$ cat src/rtl/cam_response_encoder.sv
// CAM response path: registers array read/search results, priority-encodes
// match lines and returns ordered responses through a 2-entry FIFO.
module cam_response_encoder #(
  parameter int DATA_WIDTH = 32,
  parameter int ADDR_WIDTH = 5,
  parameter int DEPTH      = 1 << ADDR_WIDTH
) (
  input  logic                  clk_i,
  input  logic                  rst_n_i,
  input  logic                  read_valid_i,
  input  logic [ADDR_WIDTH-1:0] read_index_i,
  input  logic [DATA_WIDTH-1:0] read_data_i,
  input  logic                  search_valid_i,
  input  logic [DEPTH-1:0]      match_lines_i,
  output logic                  in_ready_o,
  output logic                  drop_o,
  output logic                  resp_valid_o,
  input  logic                  resp_ready_i,
  output logic                  resp_kind_o,
  output logic                  resp_hit_o,
  output logic                  resp_multi_o,
  output logic [ADDR_WIDTH-1:0] resp_index_o,
  output logic [DATA_WIDTH-1:0] resp_data_o
);

  typedef struct packed {
    logic                  kind;
    logic                  hit;
    logic                  multi;
    logic [ADDR_WIDTH-1:0] index;
    logic [DATA_WIDTH-1:0] data;
  } resp_t;

  // Stage-1 capture register
  logic                  r_s1_valid;
  logic                  r_s1_kind;
  logic [DEPTH-1:0]      r_s1_match;
  logic [ADDR_WIDTH-1:0] r_s1_index;
  logic [DATA_WIDTH-1:0] r_s1_data;
  logic                  r_drop;

  // Response FIFO
  resp_t                 r_mem [2];
  logic                  r_wr_ptr;
  logic                  r_rd_ptr;
  logic [1:0]            r_count;

  logic                  w_pop;
  logic                  w_push;
  logic                  w_present;
  logic                  w_accept;
  logic [2:0]            w_occ;
  resp_t                 w_enc;
  resp_t                 w_head;

  assign w_pop     = resp_valid_o & resp_ready_i;
  assign w_push    = r_s1_valid;
  assign w_present = read_valid_i | search_valid_i;
  // Occupancy after this edge's pop; one free slot is needed for what stage 1 will push.
  assign w_occ      = {1'b0, r_count} + {2'b00, r_s1_valid} - {2'b00, w_pop};
  assign in_ready_o = (w_occ <= 3'd1);
  assign w_accept   = w_present & in_ready_o;

  always_ff @(posedge clk_i or negedge rst_n_i) begin
    if (!rst_n_i) begin
      r_s1_valid <= 1'b0;
      r_s1_kind  <= 1'b0;
      r_s1_match <= '0;
      r_s1_index <= '0;
      r_s1_data  <= '0;
      r_drop     <= 1'b0;
    end else begin
      // NOTE: non-blocking assignments keep every register sampling pre-edge values.
      r_s1_valid <= w_accept;
      r_drop     <= w_present & (~in_ready_o | (read_valid_i & search_valid_i));
      if (w_accept) begin
        r_s1_kind  <= search_valid_i;
        r_s1_match <= match_lines_i;
        r_s1_index <= read_index_i;
        r_s1_data  <= read_data_i;
      end
    end
  end

  always_comb begin
    // NOTE: every field gets a default first so no path leaves a latch behind.
    w_enc = '0;
    if (!r_s1_kind) begin
      w_enc.hit   = 1'b1;
      w_enc.index = r_s1_index;
      w_enc.data  = r_s1_data;
    end else begin
      w_enc.kind  = 1'b1;
      w_enc.hit   = |r_s1_match;
      w_enc.multi = (r_s1_match & (r_s1_match - DEPTH'(1))) != '0;
      for (int k = DEPTH - 1; k >= 0; k--) begin
        if (r_s1_match[k]) w_enc.index = ADDR_WIDTH'(k);
      end
    end
  end

  // NOTE: FIFO payload is not reset; it is only observable behind a nonzero count.
  always_ff @(posedge clk_i) begin
    if (w_push) r_mem[r_wr_ptr] <= w_enc;
  end

  always_ff @(posedge clk_i or negedge rst_n_i) begin
    if (!rst_n_i) begin
      r_wr_ptr <= 1'b0;
      r_rd_ptr <= 1'b0;
      r_count  <= 2'd0;
    end else begin
      if (w_push) r_wr_ptr <= ~r_wr_ptr;
      if (w_pop)  r_rd_ptr <= ~r_rd_ptr;
      r_count <= r_count + {1'b0, w_push} - {1'b0, w_pop};
    end
  end

  assign resp_valid_o = (r_count != 2'd0);
  assign w_head       = resp_valid_o ? r_mem[r_rd_ptr] : '0;
  assign resp_kind_o  = w_head.kind;
  assign resp_hit_o   = w_head.hit;
  assign resp_multi_o = w_head.multi;
  assign resp_index_o = w_head.index;
  assign resp_data_o  = w_head.data;
  assign drop_o       = r_drop;

endmodule

$ cat config.mk
export PLATFORM = sky130hd
export DESIGN_NAME = cam_response_encoder
export DESIGN_NICKNAME = d
export VERILOG_FILES = /design/src/rtl/cam_response_encoder.sv
export SDC_FILE = /design/constraint.sdc
export NUM_CORES = 1
export LEC_CHECK = 0
export ABC_AREA = 1
export CAP_MARGIN = 20
export CORE_MARGIN = 5
export CORE_UTILIZATION = 45
export CTS_CLUSTER_SIZE = 24
export DETAILED_ROUTE_END_ITERATION = 8
export PLACE_DENSITY = 0.7
export SLEW_MARGIN = 15
export SYNTH_ARGS = -nofsm -noshare
export SYNTH_HDL_FRONTEND = slang
export SYNTH_SLANG_ARGS = --single-unit
$ cat constraint.sdc
create_clock -name clk_i -period 5.4 [get_ports clk_i]
set_clock_uncertainty 0.2 [all_clocks]
set_input_delay 0.54 -clock clk_i [delete_from_list [all_inputs] [get_ports clk_i]]
set_output_delay 0.54 -clock clk_i [all_outputs]
set_load 0.1 [all_outputs]
==> results.toml <==
[timing]
max_freq_ghz = 0.267
setup_viol = 0
hold_viol_final = 0
timing.final.crit_share_pct = 69.4
setup_ws_ns = 1.65
rsz0062_at_grt = "false"
finalSetupTns_ns = 0
min_period_ns = 3.75
tightest_slew_ns = 0.994
slew_violations = 0
slew_headroom_pct = 33.5

[die]
die_x_um = 133
rows = 45
core_mm2 = 0.0150
die_height_um = 133
dieArea_mm2 = 0.0177
ios = 117
start_util_pct = 45.4

[clock_tree]
cts_root_buffer = "clkbuf_16"
clk_pin_slew_ns = 0.06
cts_resized = 0
cts.sinks = 156
clock_latency_ns = 0.41
htreeDepth = 4
clock_path_buffers = 2
cts_inserted_buffers = 17
cts_tree = "yes"

[place]
place_ws_ns = 1.23
hpwlAfterDp_mm = 9.31
placed_area_mm2 = 0.00818
gp_congestion = 0.786
port-buffer-count = 116

[synthesis]
syn-num-nets = 808
yosys-top-cells-area = "edfxtp_1, dfrtp_1, nand2_1"
yosysTopAreaCell = "edfxtp_1"
synth.distinct_cells = 31
syn_inst = 731
synth_flop_cell = "edfxtp_1"
netlist.area_leader.share_pct = 35.2
synth_seq_cells = 156
synth_seq_area_share_pct = 63.0
netlist_area_mm2 = 0.00683
syn_avg_cell_area_um2 = 9.34
synth-edff-count = 80
async_flop_share_pct = 48.7
yosysWarnings = 0

[final_layout]
syn2layout_area_growth_pct = 29.1
final_common_cell = "nand2_1"
fin_nets = 921
layout-drive-gt1-share_pct = 8.52
layout_common_cells = "nand2_1, clkdlybuf4s50_1, inv_1, edfxtp_1, o21ai_0"
postLayoutCellArea_mm2 = 0.00882
insertedDiodeCount = 0
utilization_pct = 58.7

[route]
ant_nets = 0
dr_total_vias = 4987
drtPass1Iterations = 5
routed_wl_mm = 14.3
first_iter_violations = 285
routed_via_density = 4.77
wl_per_cell_um = 13.7
drc = 0

[global_route]
grt_pass1_wl_mm = 23.1
antenna_found_initial = 0
grt_pass1_vias = 4844
track_usage_pct = 16.3
gr-total-overflow = 0
grt_max_degree = 93

[worst_hold_path]
holdCritPathClass = "reg2reg"

[worst_setup_path]
cp-end-kind = "flip-flop"
reg2reg_setup_slack_ns = 1.84
crit_required_ns = 5.48
critPathLaunchType = "input port"
cp_max_fo = 92
crit_arrival_ns = 3.83
critPathKind = "in2reg"

[run_status]
outcome = "complete, no violations"

[flow_run]
cap_violations = 0
per-layer routing:
metal | up-vias | global-route usage [%] | routed length, um
li1 | 2585 | - | -
met4 | 0 | 5.14 | 85
met3 | 6 | 4.42 | 802
met1 | 2277 | 19.9 | 6250
met2 | 119 | 28.3 | 7130
met5 | - | 0 | 0
final timing paths:
check                                                from                          to  cells past startpoint
max in group asynchronous                         rst_n_i    r_s1_data[0]$_DFFE_PN0P_                      3
worst max register to register       r_count[1]$_DFF_PN0_  r_s1_match[24]$_DFFE_PN0P_                     16
worst min-delay path            r_s1_index[4]$_DFFE_PN0P_   r_s1_index[4]$_DFFE_PN0P_                      2
worst min register to register  r_s1_index[4]$_DFFE_PN0P_   r_s1_index[4]$_DFFE_PN0P_                      2
min in group asynchronous                         rst_n_i   r_s1_match[8]$_DFFE_PN0P_                      2
worst max-delay path                         resp_ready_i  r_s1_match[24]$_DFFE_PN0P_                     17
cells by family after synthesis:
| family | Yosys count | share of synthesized area (%) |
|---|---|---|
| simple gates | 299 | 17.7 |
| flops | 156 | 63.0 |
| compound gates | 142 | 11.0 |
| buf+inv | 127 | 7.06 |
| fa+ha+maj | 5 | 0.953 |
| xor+xnor | 2 | 0.257 |
state kept, by name, indices dropped and copies added, names as in the netlist, 2 cells and up:
register and count:
r_s1_index 5, r_s1_match 32, r_s1_data 32, r_mem 80, r_count 2
worst max-delay path: stages:
cell	delay (ns)
clkdlybuf4s50_1	0.49
inv_1	0.05
nor2_1	0.16
ha_1	0.25
inv_1	0.07
ha_1	0.14
inv_1	0.05
fa_1	0.42
inv_1	0.08
a21oi_1	0.04
nand2_1	0.08
inv_1	0.05
nand2_1	0.26
clkinv_2	0.49
buf_12	0.38
nand2_1	0.10
o21ai_0	0.09
cell type report:
| class | instances | area, um2 |
|---|---|---|
| clock buffers | 19 | 433 |
| clock inverters | 13 | 168 |
| fillers | 1299 | 6220 |
| inverters | 96 | 367 |
| multi-input cells | 448 | 2060 |
| flip-flops and latches | 156 | 4300 |
| well taps | 188 | 235 |
| repair buffers | 125 | 1250 |
cells in the mapped netlist, types with 3 or more instances:
cell type  instances
nand2_1          223
nor2_4             3
nand4_1            3
nor3_1             3
inv_2              6
edfxtp_1          80
a31oi_1            4
o21ai_0           77
nor2_1            57
nor2_2             5
a21oi_1           49
inv_1             88
clkbuf_1          31
dfrtp_1           76
o31ai_1            4
repair_timing:
| item | in CTS | in global routing |
|---|---|---|
| hold buffers | 0 | 1 |
| setup buffers | 0 | 0 |
| hold endpoints to repair | 0 | 23 |
stage by stage:
step	hold slack, ns	instances
floorplan	0.0444	731
global placement	0.262	1010
detailed placement	0.266	1011
finish	0.284	1045
global route	0.323	1045
CTS	0.127	1043
Power is not shown: default switching activity piles up to over one toggle a cycle in this logic, so the estimate is an artifact.
